File: src/rtl/id_ex_pipe_reg.sv
// ID/EX pipeline register: 1-cycle ID->EX, load-use bubble plus combinational stall, hold freezes EX.
// Optional bubble/flush counters are built when ID_EX_PERF_CNT_EN is defined.
package id_ex_pkg;
    typedef enum logic [2:0] {BR_NOP, BR_EQ, BR_NE, BR_LT, BR_GE, BR_LTU, BR_GEU} comp_op_t;
    typedef enum logic [1:0] {WRSRC_ALURES, WRSRC_MEMREAD, WRSRC_PC4, WRSRC_IMM} reg_wr_src_t;
    typedef enum logic [1:0] {SRC1_REG1, SRC1_PC, SRC1_ZERO} alu_src1_t;
    typedef enum logic [1:0] {SRC2_REG2, SRC2_IMM, SRC2_FOUR} alu_src2_t;
    typedef enum logic [3:0] {ALU_NOP, ALU_ADD, ALU_SUB, ALU_AND, ALU_OR, ALU_XOR,
                              ALU_SLL, ALU_SRL, ALU_SRA, ALU_SLT, ALU_SLTU} alu_op_t;
    typedef enum logic [3:0] {MEM_NOP, MEM_LB, MEM_LH, MEM_LW, MEM_LBU, MEM_LHU,
                              MEM_SB, MEM_SH, MEM_SW} mem_op_t;

    typedef struct packed {
        logic        reg_do_write;
        logic        mem_do_write;
        logic        mem_do_read;
        logic        do_branch;
        logic        do_jump;
        comp_op_t    comp;
        reg_wr_src_t wr_src;
        alu_src1_t   op1;
        alu_src2_t   op2;
        alu_op_t     alu;
        mem_op_t     mem;
    } ctrl_t;

    localparam ctrl_t CTRL_NOP = '{reg_do_write: 1'b0, mem_do_write: 1'b0, mem_do_read: 1'b0,
                                   do_branch: 1'b0, do_jump: 1'b0, comp: BR_NOP,
                                   wr_src: WRSRC_ALURES, op1: SRC1_REG1, op2: SRC2_REG2,
                                   alu: ALU_NOP, mem: MEM_NOP};
endpackage

module id_ex_pipe_reg
    import id_ex_pkg::*;
#(
    parameter int XLEN       = 32,
    parameter int REG_ADDR_W = 5
) (
    input  logic                  clk,
    input  logic                  rst_n,
    input  logic                  hold_i,
    input  logic                  flush_i,
    input  logic                  id_valid_i,
    input  logic                  id_reg_do_write_ctrl,
    input  logic                  id_mem_do_write_ctrl,
    input  logic                  id_mem_do_read_ctrl,
    input  logic                  id_do_branch,
    input  logic                  id_do_jump,
    input  comp_op_t              id_comp_ctrl,
    input  reg_wr_src_t           id_reg_wr_src_ctrl,
    input  alu_src1_t             id_alu_op1_ctrl,
    input  alu_src2_t             id_alu_op2_ctrl,
    input  alu_op_t               id_alu_ctrl,
    input  mem_op_t               id_mem_ctrl,
    input  logic [REG_ADDR_W-1:0] id_rs1_addr,
    input  logic [REG_ADDR_W-1:0] id_rs2_addr,
    input  logic [REG_ADDR_W-1:0] id_rd_addr,
    input  logic                  id_rs1_used,
    input  logic                  id_rs2_used,
    input  logic [XLEN-1:0]       id_reg1_data,
    input  logic [XLEN-1:0]       id_reg2_data,
    input  logic [XLEN-1:0]       id_imm,
    input  logic [XLEN-1:0]       id_pc,
    output logic                  ex_reg_do_write_ctrl,
    output logic                  ex_mem_do_write_ctrl,
    output logic                  ex_mem_do_read_ctrl,
    output logic                  ex_do_branch,
    output logic                  ex_do_jump,
    output comp_op_t              ex_comp_ctrl,
    output reg_wr_src_t           ex_reg_wr_src_ctrl,
    output alu_src1_t             ex_alu_op1_ctrl,
    output alu_src2_t             ex_alu_op2_ctrl,
    output alu_op_t               ex_alu_ctrl,
    output mem_op_t               ex_mem_ctrl,
    output logic [REG_ADDR_W-1:0] ex_rs1_addr,
    output logic [REG_ADDR_W-1:0] ex_rs2_addr,
    output logic [REG_ADDR_W-1:0] ex_rd_addr,
    output logic [XLEN-1:0]       ex_reg1_data,
    output logic [XLEN-1:0]       ex_reg2_data,
    output logic [XLEN-1:0]       ex_imm,
    output logic [XLEN-1:0]       ex_pc,
    output logic                  ex_valid_o,
`ifdef ID_EX_PERF_CNT_EN
    output logic [31:0]           bubble_cnt_o,
    output logic [31:0]           flush_cnt_o,
`endif
    output logic                  hazard_stall_o
);

    ctrl_t                 r_ctrl;
    logic                  r_valid;
    logic [REG_ADDR_W-1:0] r_rs1, r_rs2, r_rd;
    logic [XLEN-1:0]       r_reg1, r_reg2, r_imm, r_pc;

    ctrl_t w_id_ctrl;
    logic  w_load_use;
    logic  w_stall;

    assign w_id_ctrl = '{reg_do_write: id_reg_do_write_ctrl, mem_do_write: id_mem_do_write_ctrl,
                         mem_do_read: id_mem_do_read_ctrl, do_branch: id_do_branch,
                         do_jump: id_do_jump, comp: id_comp_ctrl, wr_src: id_reg_wr_src_ctrl,
                         op1: id_alu_op1_ctrl, op2: id_alu_op2_ctrl, alu: id_alu_ctrl,
                         mem: id_mem_ctrl};

    // A load in EX whose destination is read by the ID instruction; x0 never counts.
    assign w_load_use = r_ctrl.mem_do_read && r_valid && (r_rd != '0) && id_valid_i &&
                        ((id_rs1_used && (id_rs1_addr == r_rd)) ||
                         (id_rs2_used && (id_rs2_addr == r_rd)));
    assign w_stall        = w_load_use & ~flush_i & ~hold_i;
    assign hazard_stall_o = w_stall;

    always_ff @(posedge clk or negedge rst_n) begin
        if (!rst_n) begin
            r_ctrl  <= CTRL_NOP;
            r_valid <= 1'b0;
            r_rs1   <= '0;
            r_rs2   <= '0;
            r_rd    <= '0;
            r_reg1  <= '0;
            r_reg2  <= '0;
            r_imm   <= '0;
            r_pc    <= '0;
        end else if (!hold_i) begin
            if (flush_i || w_load_use) begin
                r_ctrl  <= CTRL_NOP;
                r_valid <= 1'b0;
                r_rs1   <= '0;
                r_rs2   <= '0;
                r_rd    <= '0;
                r_reg1  <= '0;
                r_reg2  <= '0;
                r_imm   <= '0;
                r_pc    <= '0;
            end else begin
                // Invalid slots carry data through but never control side effects.
                r_ctrl  <= id_valid_i ? w_id_ctrl : CTRL_NOP;
                r_valid <= id_valid_i;
                r_rs1   <= id_rs1_addr;
                r_rs2   <= id_rs2_addr;
                r_rd    <= id_rd_addr;
                r_reg1  <= id_reg1_data;
                r_reg2  <= id_reg2_data;
                r_imm   <= id_imm;
                r_pc    <= id_pc;
            end
        end
    end

    assign ex_reg_do_write_ctrl = r_ctrl.reg_do_write;
    assign ex_mem_do_write_ctrl = r_ctrl.mem_do_write;
    assign ex_mem_do_read_ctrl  = r_ctrl.mem_do_read;
    assign ex_do_branch         = r_ctrl.do_branch;
    assign ex_do_jump           = r_ctrl.do_jump;
    assign ex_comp_ctrl         = r_ctrl.comp;
    assign ex_reg_wr_src_ctrl   = r_ctrl.wr_src;
    assign ex_alu_op1_ctrl      = r_ctrl.op1;
    assign ex_alu_op2_ctrl      = r_ctrl.op2;
    assign ex_alu_ctrl          = r_ctrl.alu;
    assign ex_mem_ctrl          = r_ctrl.mem;
    assign ex_rs1_addr          = r_rs1;
    assign ex_rs2_addr          = r_rs2;
    assign ex_rd_addr           = r_rd;
    assign ex_reg1_data         = r_reg1;
    assign ex_reg2_data         = r_reg2;
    assign ex_imm               = r_imm;
    assign ex_pc                = r_pc;
    assign ex_valid_o           = r_valid;

`ifdef ID_EX_PERF_CNT_EN
    logic [31:0] r_bubble_cnt, r_flush_cnt;
    logic        w_take_flush;

    assign w_take_flush = flush_i & ~hold_i;

    always_ff @(posedge clk or negedge rst_n) begin
        if (!rst_n) begin
            r_bubble_cnt <= '0;
            r_flush_cnt  <= '0;
        end else begin
            if (w_stall && (r_bubble_cnt != 32'hFFFF_FFFF))
                r_bubble_cnt <= r_bubble_cnt + 32'd1;
            if (w_take_flush && (r_flush_cnt != 32'hFFFF_FFFF))
                r_flush_cnt <= r_flush_cnt + 32'd1;
        end
    end

    assign bubble_cnt_o = r_bubble_cnt;
    assign flush_cnt_o  = r_flush_cnt;
`endif

endmodule

File: config.mk
export PLATFORM = sky130hd
export DESIGN_NAME = id_ex_pipe_reg
export DESIGN_NICKNAME = d
export VERILOG_FILES = /design/src/rtl/id_ex_pipe_reg.sv
export SDC_FILE = /design/constraint.sdc
export NUM_CORES = 1
export LEC_CHECK = 0
export BUFFER_PORTS_ARGS = -buffer_cell sky130_fd_sc_hd__buf_4
export CAP_MARGIN = 20
export CORE_ASPECT_RATIO = 1.25
export CORE_MARGIN = 4
export CORE_UTILIZATION = 49
export CTS_BUF_LIST = sky130_fd_sc_hd__clkbuf_8
export DETAILED_ROUTE_END_ITERATION = 8
export PLACE_DENSITY = 0.91
export REMOVE_ABC_BUFFERS = 1
export SLEW_MARGIN = 10
export SYNTH_ARGS = -nofsm -noshare
export SYNTH_HDL_FRONTEND = slang
export SYNTH_SLANG_ARGS = --single-unit
File: constraint.sdc
create_clock -name clk -period 2.31 [get_ports clk]
set_input_delay 0.693 -clock clk [delete_from_list [all_inputs] [get_ports clk]]
set_output_delay 0.693 -clock clk [all_outputs]
set_load 0.01 [all_outputs]
==> metrics.txt, run 1 <==
reg2reg setup slack=0.14 ns; Clk Latency, worst-skew pair=0.45 ns; Min Hold Slack=0.155 ns; asr flop ratio synth=between 90% and 100%; critical path peak fanout=5; crit end category=output pin; footprint of the multi-input gates=3270 sq um; die width=121 um; Tot Pwr=7.40 mW; pwr dens=671 nW/um^2; Seq/Total Area, Yosys=between 50% and 60%; overflow left after global routing=0; Pleak=4.96 nW; distinct cell type count after synthesis=20; Clock transition at path regs=roughly 0.09 ns; top-count cell post-synth=dfrtp_1; H-tree Lvls=4; Mean Syn Cell Area=9.68 sq um; failing checks=negative setup slack; number of global-route vias before repair=7672; first-pass GRT wire length=39600 um; CTS Buffer Depth=2; Slew @ Worst Pin=around 0.74 ns; Yosys Warn Count=0; Main synth FF type=dfrtp_1; critical path cell sequence=xnor2_1 -> nand4_1 -> o22ai_4 -> nor4b_4 -> buf_4; worst setup path category=reg2out; Hold Path Class=in2async; Tmin final=2.59 ns; Worst VDD drop=447 uV; Worst setup startpoint=ex_rd_addr[2]$_DFFE_PN0N_; Reg area=just over 4000 sq um; WL per Instance=20.0 um; dominant cells by area after synthesis=dfrtp_1 54%, a32oi_1 16%, o21ai_0 7.4%, nand2_1 7.1%, clkbuf_1 3.5%; Worst path max stage delay=0.47 ns; IO Pins=roughly 340; Yosys top cell area share=53.5%; synthesized flop and latch total=~170; fin crit share=112%; DRT iter0 DRCs=1076; area growth from synthesis to layout=42.1%; vias=a little over 8000; CP Capture Point=hazard_stall_o; final WL=26300 um; status=finished, violations left; largest net degree at the start of global routing=~170; pre-CTS setup slack=-0.233 ns; Slowest cell on crit path=dfrtp_2; post-synthesis instance area=7760 sq um; die height=around 150 um; Slew Limit Fails=0; layout cells sized above 1=a little under two fifths; CP required=around 1.6 ns; RSZ-0062 raised after global routing=yes; Worst R2R Start=ex_rd_addr[4]$_DFFE_PN0N_; Post-synth EDFFs=0; Fin. Hold Viols=0; row count=51; Final ANT Viol Nets=0; fillers=1128; dpl hpwl=between 15000 and 20000 um; Util after Layout=70.8%; worst clock skew=roughly 0.014 ns; fin worst setup slack=-0.281 ns; Max Cap Violations=0; startpoint types=flop; synth cell count leaders=166 x dfrtp_1, 146 x nand2_1, 144 x a32oi_1; Layout Nets=1263; reg-to-reg critical path endpoint=ex_imm[9]$_DFFE_PN0N_; Setup violations, final=1; post-route design area=11000 sq um; hold buffers post-CTS=0; Critical Path AT=1.90 ns; Gate Count Post-Synth=802; detailed-router iteration count before antenna repair=6; Num CTS Buffers=17; antenna diode instance count=0; worst reg2reg path depth=7; routability cong.=approximately 0.8; DRC=0; Area after DPL=about 11000 sq um; Starting Density=49.8%; core area=15600 sq um; clock root cell=clkbuf_8; clock net sink count=166; Slew HR=approximately half; GRT Overall Usage=a little over a quarter; PortBufs=338; die area=17900 sq um; initial antenna violation count=0; Fmax achieved=0.386 GHz; Synth area leader=dfrtp_1; vias per cell=approximately 6.2; CTS tree=done
where the power goes:
part	switching, mW	leakage (nW)	internal [mW]
Clock	1.10	0.198	0.938
Combinational	0.935	2.71	0.939
Sequential	0.235	2.06	3.25
critical path, delay by kind of cell (launching register included):
kind | cells | cell delay (ns)
AND/OR/NAND/NOR | 2 | 0.39
AO/OA/AOI/OAI | 1 | 0.22
XOR/XNOR | 1 | 0.20
flip-flops | 1 | 0.47
buffers and inverters | 1 | 0.17
area by class of cell:
type / count / area share, %
sequential: 166 / 37.7
clock inverter: 12 / 0.931
multi-input combinational: 540 / 29.7
clock buffer: 20 / 2.50
timing repair buffer: 366 / 26.8
tap: 212 / 2.41
layer usage:
metal	vias to the layer above	share of wire [%]	global-route usage, %
met5	-	0	0
met4	0	5.5	15.4
met3	90	8.4	6.92
met2	470	50	44.4
met1	3925	36	33.0
li1	3624	-	-
registers in the layout, summed over array words and instances, names as in the netlist, 2 cells and up:
register / count
ex_mem_ctrl: 4
ex_reg1_data: 32
ex_alu_op2_ctrl: 2
ex_reg2_data: 32
ex_imm: 32
ex_rd_addr: 5
ex_rs2_addr: 5
ex_rs1_addr: 5
ex_reg_wr_src_ctrl: 2
ex_alu_ctrl: 4
ex_comp_ctrl: 3
ex_alu_op1_ctrl: 2
ex_pc: 32
worst min-delay path by stage:
| stage | cells past startpoint | start | to |
|---|---|---|---|
| 2_1_floorplan | 0 | rst_n | ex_alu_ctrl[0]$_DFFE_PN0N_ |
| 3_3_place_gp | 2 | ex_reg2_data[31]$_DFFE_PN0N_ | ex_reg2_data[31]$_DFFE_PN0N_ |
| 3_5_place_dp | 2 | ex_reg2_data[31]$_DFFE_PN0N_ | ex_reg2_data[31]$_DFFE_PN0N_ |
| 4_1_cts | 1 | rst_n | ex_imm[11]$_DFFE_PN0N_ |
| 5_1_grt | 1 | rst_n | ex_imm[11]$_DFFE_PN0N_ |
| 6_report | 1 | rst_n | ex_imm[11]$_DFFE_PN0N_ |
cell usage in the layout, fill, tap and decap left out, drive strengths merged:
cell / count
nand4: 2
clkinvlp: 2
bufinv: 1
buf: 365
a32oi: 144
inv: 5
nand2: 146
o22ai: 1
nand3: 22
o21ai: 167
or4: 1
clkbuf: 21
and3: 23
xnor2: 10
nor4b: 1
dfrtp: 166
nor2: 1
clkinv: 4
a22oi: 22
per-stage QoR:
stage	TNS (ns)	std cells
2_1_floorplan	-1518.01	706
3_3_place_gp	-23.57	1278
3_5_place_dp	-25.28	1278
4_1_cts	-0.275	1313
5_1_grt	-0.364	1316
6_report	-0.281	1316
logic make-up after synthesis:
kind of cell | share of synthesized area, %
XOR/XNOR | 1.13
AND/OR/NAND/NOR | 10.8
flip-flops | 53.5
AO/OA/AOI/OAI | 29.4
buffers and inverters | 5.16
what timing repair did:
| item | 4_1_cts | 5_1_grt |
|---|---|---|
| setup buffers | 3 | 2 |
| endpoints found under the hold margin | 0 | 0 |
| pin swaps | 5 | 3 |
| gates resized for setup | 5 | 6 |
| cloned | 0 | 1 |
| endpoints found under the setup margin | 1 | 81 |
Note: power is estimated with default switching activity, not from simulation.
==> run 2: changes to the inputs <==
--- a/config.mk
+++ b/config.mk
@@ -7,12 +7,14 @@
 export LEC_CHECK = 0
 export BUFFER_PORTS_ARGS = -buffer_cell sky130_fd_sc_hd__buf_4
 export CAP_MARGIN = 20
+export CELL_PAD_IN_SITES_DETAIL_PLACEMENT = 0
+export CELL_PAD_IN_SITES_GLOBAL_PLACEMENT = 1
 export CORE_ASPECT_RATIO = 1.25
 export CORE_MARGIN = 4
-export CORE_UTILIZATION = 49
+export CORE_UTILIZATION = 36
 export CTS_BUF_LIST = sky130_fd_sc_hd__clkbuf_8
 export DETAILED_ROUTE_END_ITERATION = 8
-export PLACE_DENSITY = 0.91
+export PLACE_DENSITY = 0.92
 export REMOVE_ABC_BUFFERS = 1
 export SLEW_MARGIN = 10
 export SYNTH_ARGS = -nofsm -noshare
==> constraint.sdc (replaced) <==
create_clock -name clk -period 2.7 [get_ports clk]
set_input_delay 0.81 -clock clk [delete_from_list [all_inputs] [get_ports clk]]
set_output_delay 0.81 -clock clk [all_outputs]
set_load 0.01 [all_outputs]
==> run 2 against run 1 <==
Effect of this change: the run now ends clean; setup slack improved by 0.32 ns; utilization shrank 18 points; combinational power down 17%; power fell by 15%; global-route usage shrank 7.4 points; register-to-register slack about the same; sequential cell count did not move; clock power is 12% lower; sequential power decreased by 15%; routed wire length fell by 3.1%; clock-buffer cell count decreased by 2; critical endpoint unchanged; largest power group unchanged; highest routed layer unchanged.
==> metrics.txt, run 2 (synthesis gave the netlist of run 1 again) <==
status=complete, no violations; initial antenna violation count=0; Tmin final=2.66 ns; GRT Overall Usage=19.9%; Clock transition at path regs=about 0.10 ns; row count=59; clock net sink count=166; Util after Layout=52.3%; overflow left after global routing=0; critical path cell sequence=or4_4 -> o21ai_4 -> nor4b_4 -> buf_4; Internal=4.35 mW; crit end category=output pin; clock group share of total power=28.3%; DRC=0; Worst path max stage delay=around 0.56 ns; commonest non-fill, non-tap cell in the layout=buf_4; CTS tree=done; critical path peak fanout=5; fillers=1975; Crit path depth=4; core area=between 20000 and 25000 sq um; CP Buf/Inv Count=1; detailed-router iteration count before antenna repair=5; PortBufs=338; top cell family by delay on the critical path=simple AND/OR/NAND/NOR gates; H-tree Lvls=4; Slew @ Worst Pin=~0.87 ns; Starting Density=between 30 and 40%; Min Hold Slack=0.314 ns; Final ANT Viol Nets=0; routability cong.=between 0.8 and 0.9; reg2reg setup slack=0.15 ns; Tot Pwr=6.32 mW; Clk Latency, worst-skew pair=0.45 ns; worst reg2reg path depth=7; commonest cells after routing, fill and taps aside=356 x buf_4, 162 x dfrtp_1, 146 x nand2_1, 144 x a32oi_1, 114 x o21ai_0; CP required=approximately 1.9 ns; CTS Buffer Depth=2; setup total negative slack=0 ns; Worst setup startpoint=ex_rd_addr[4]$_DFFE_PN0N_; die height=172 um; Comb pwr share=24.7%; largest net degree at the start of global routing=167; antenna diode instance count=0; Worst VDD drop=~350 uV; startpoint types=flop; Fmax achieved=~0.38 GHz; fin crit share=98.4%; worst setup path category=reg2out; WL per Instance=18.5 um; Max Cap Violations=0; sequential power share=47.0%; Layout Nets=1262; Worst R2R Start=ex_rd_addr[4]$_DFFE_PN0N_; pwr dens=roughly 570 nW/um^2; hold buffers post-CTS=0; clock root cell=clkbuf_8; IO Pins=339; RSZ-0062 raised after global routing=yes; first-pass GRT wire length=39300 um; DRT iter0 DRCs=659; Hold Path Class=in2async; die area=around 24000 sq um; layout cells sized above 1=37.1%; final WL=around 25000 um; Pleak=4.92 nW; Switching Fraction=31.2%; Sw Pwr=roughly 2.0 mW; Num CTS Buffers=17; dpl hpwl=16700 um; die width=139 um; reg-to-reg critical path endpoint=ex_rs1_addr[1]$_DFFE_PN0N_; Fin. Hold Viols=0; pre-CTS setup slack=-0.0253 ns; number of global-route vias before repair=between 7000 and 8000; Critical Path AT=between 1.5 and 2 ns; fin worst setup slack=0.0433 ns; vias per cell=5.57; area growth from synthesis to layout=41.9%; Slowest cell on crit path=or4_4; Slew HR=41.7%; vias=roughly 7700; Slew Limit Fails=0; worst clock skew=0.0186 ns; Setup violations, final=0
[run 2: power groups by stage]
stage                     logic [mW]  registers, mW  clock network [mW]
after floorplan                0.476           3.14                   0
after global placement          1.53           3.01                   0
after CTS                       1.56           2.97                1.85
final                           1.56           2.97                1.79
after global routing            1.70           3.01                1.96
after detailed placement        1.56           3.01                   0
[run 2: cell type report]
class	instances	area, sq um	share of cell area, %
repair buffers	365	2840	25.8
well taps	274	343	3.11
multi-input cells	540	3270	29.7
flip-flops and latches	166	4160	37.8
clock inverters	14	144	1.31
clock buffers	18	248	2.25
[run 2: worst max-delay path by stage]
stage / end / slack (ns)
finish: hazard_stall_o / 0.04
global route: hazard_stall_o / -0.03
CTS: hazard_stall_o / 0.005
detailed placement: ex_reg1_data[30]$_DFFE_PN0N_ / -0.03
global placement: hazard_stall_o / -0.03
floorplan: ex_alu_ctrl[0]$_DFFE_PN0N_ / -9.00
[run 2: routing by layer]
| layer | wire length (um) | track usage [%] | part of all wire (%) |
|---|---|---|---|
| met4 | 979 | 8.51 | 3.8 |
| met2 | 12900 | 33.5 | 51 |
| met5 | 0 | 0 | 0 |
| met3 | 1850 | 5.12 | 7.2 |
| met1 | 9740 | 24.5 | 38 |
[run 2: stage by stage]
| step | area [sq um] | instances |
|---|---|---|
| after floorplan | 7360 | 706 |
| after global placement | 10500 | 1338 |
| after detailed placement | 10500 | 1338 |
| after CTS | 10900 | 1372 |
| after global routing | 11000 | 1377 |
| final | 11000 | 1377 |
[run 2: what timing repair did]
action / CTS / global route
pin swaps: 1 / 8
gates cloned: 0 / 0
endpoints found under the setup margin: 1 / 1
gates resized for setup: 4 / 6
buffers inserted: 2 / 5
[run 2: worst reg2reg max path, stage by stage (launching register included)]
cell	delay, ns
dfrtp_2	0.46
or4_4	0.56
o21ai_4	0.18
buf_4	0.13
buf_4	0.11
buf_12	0.46
a32oi_1	0.45
o21ai_0	0.11
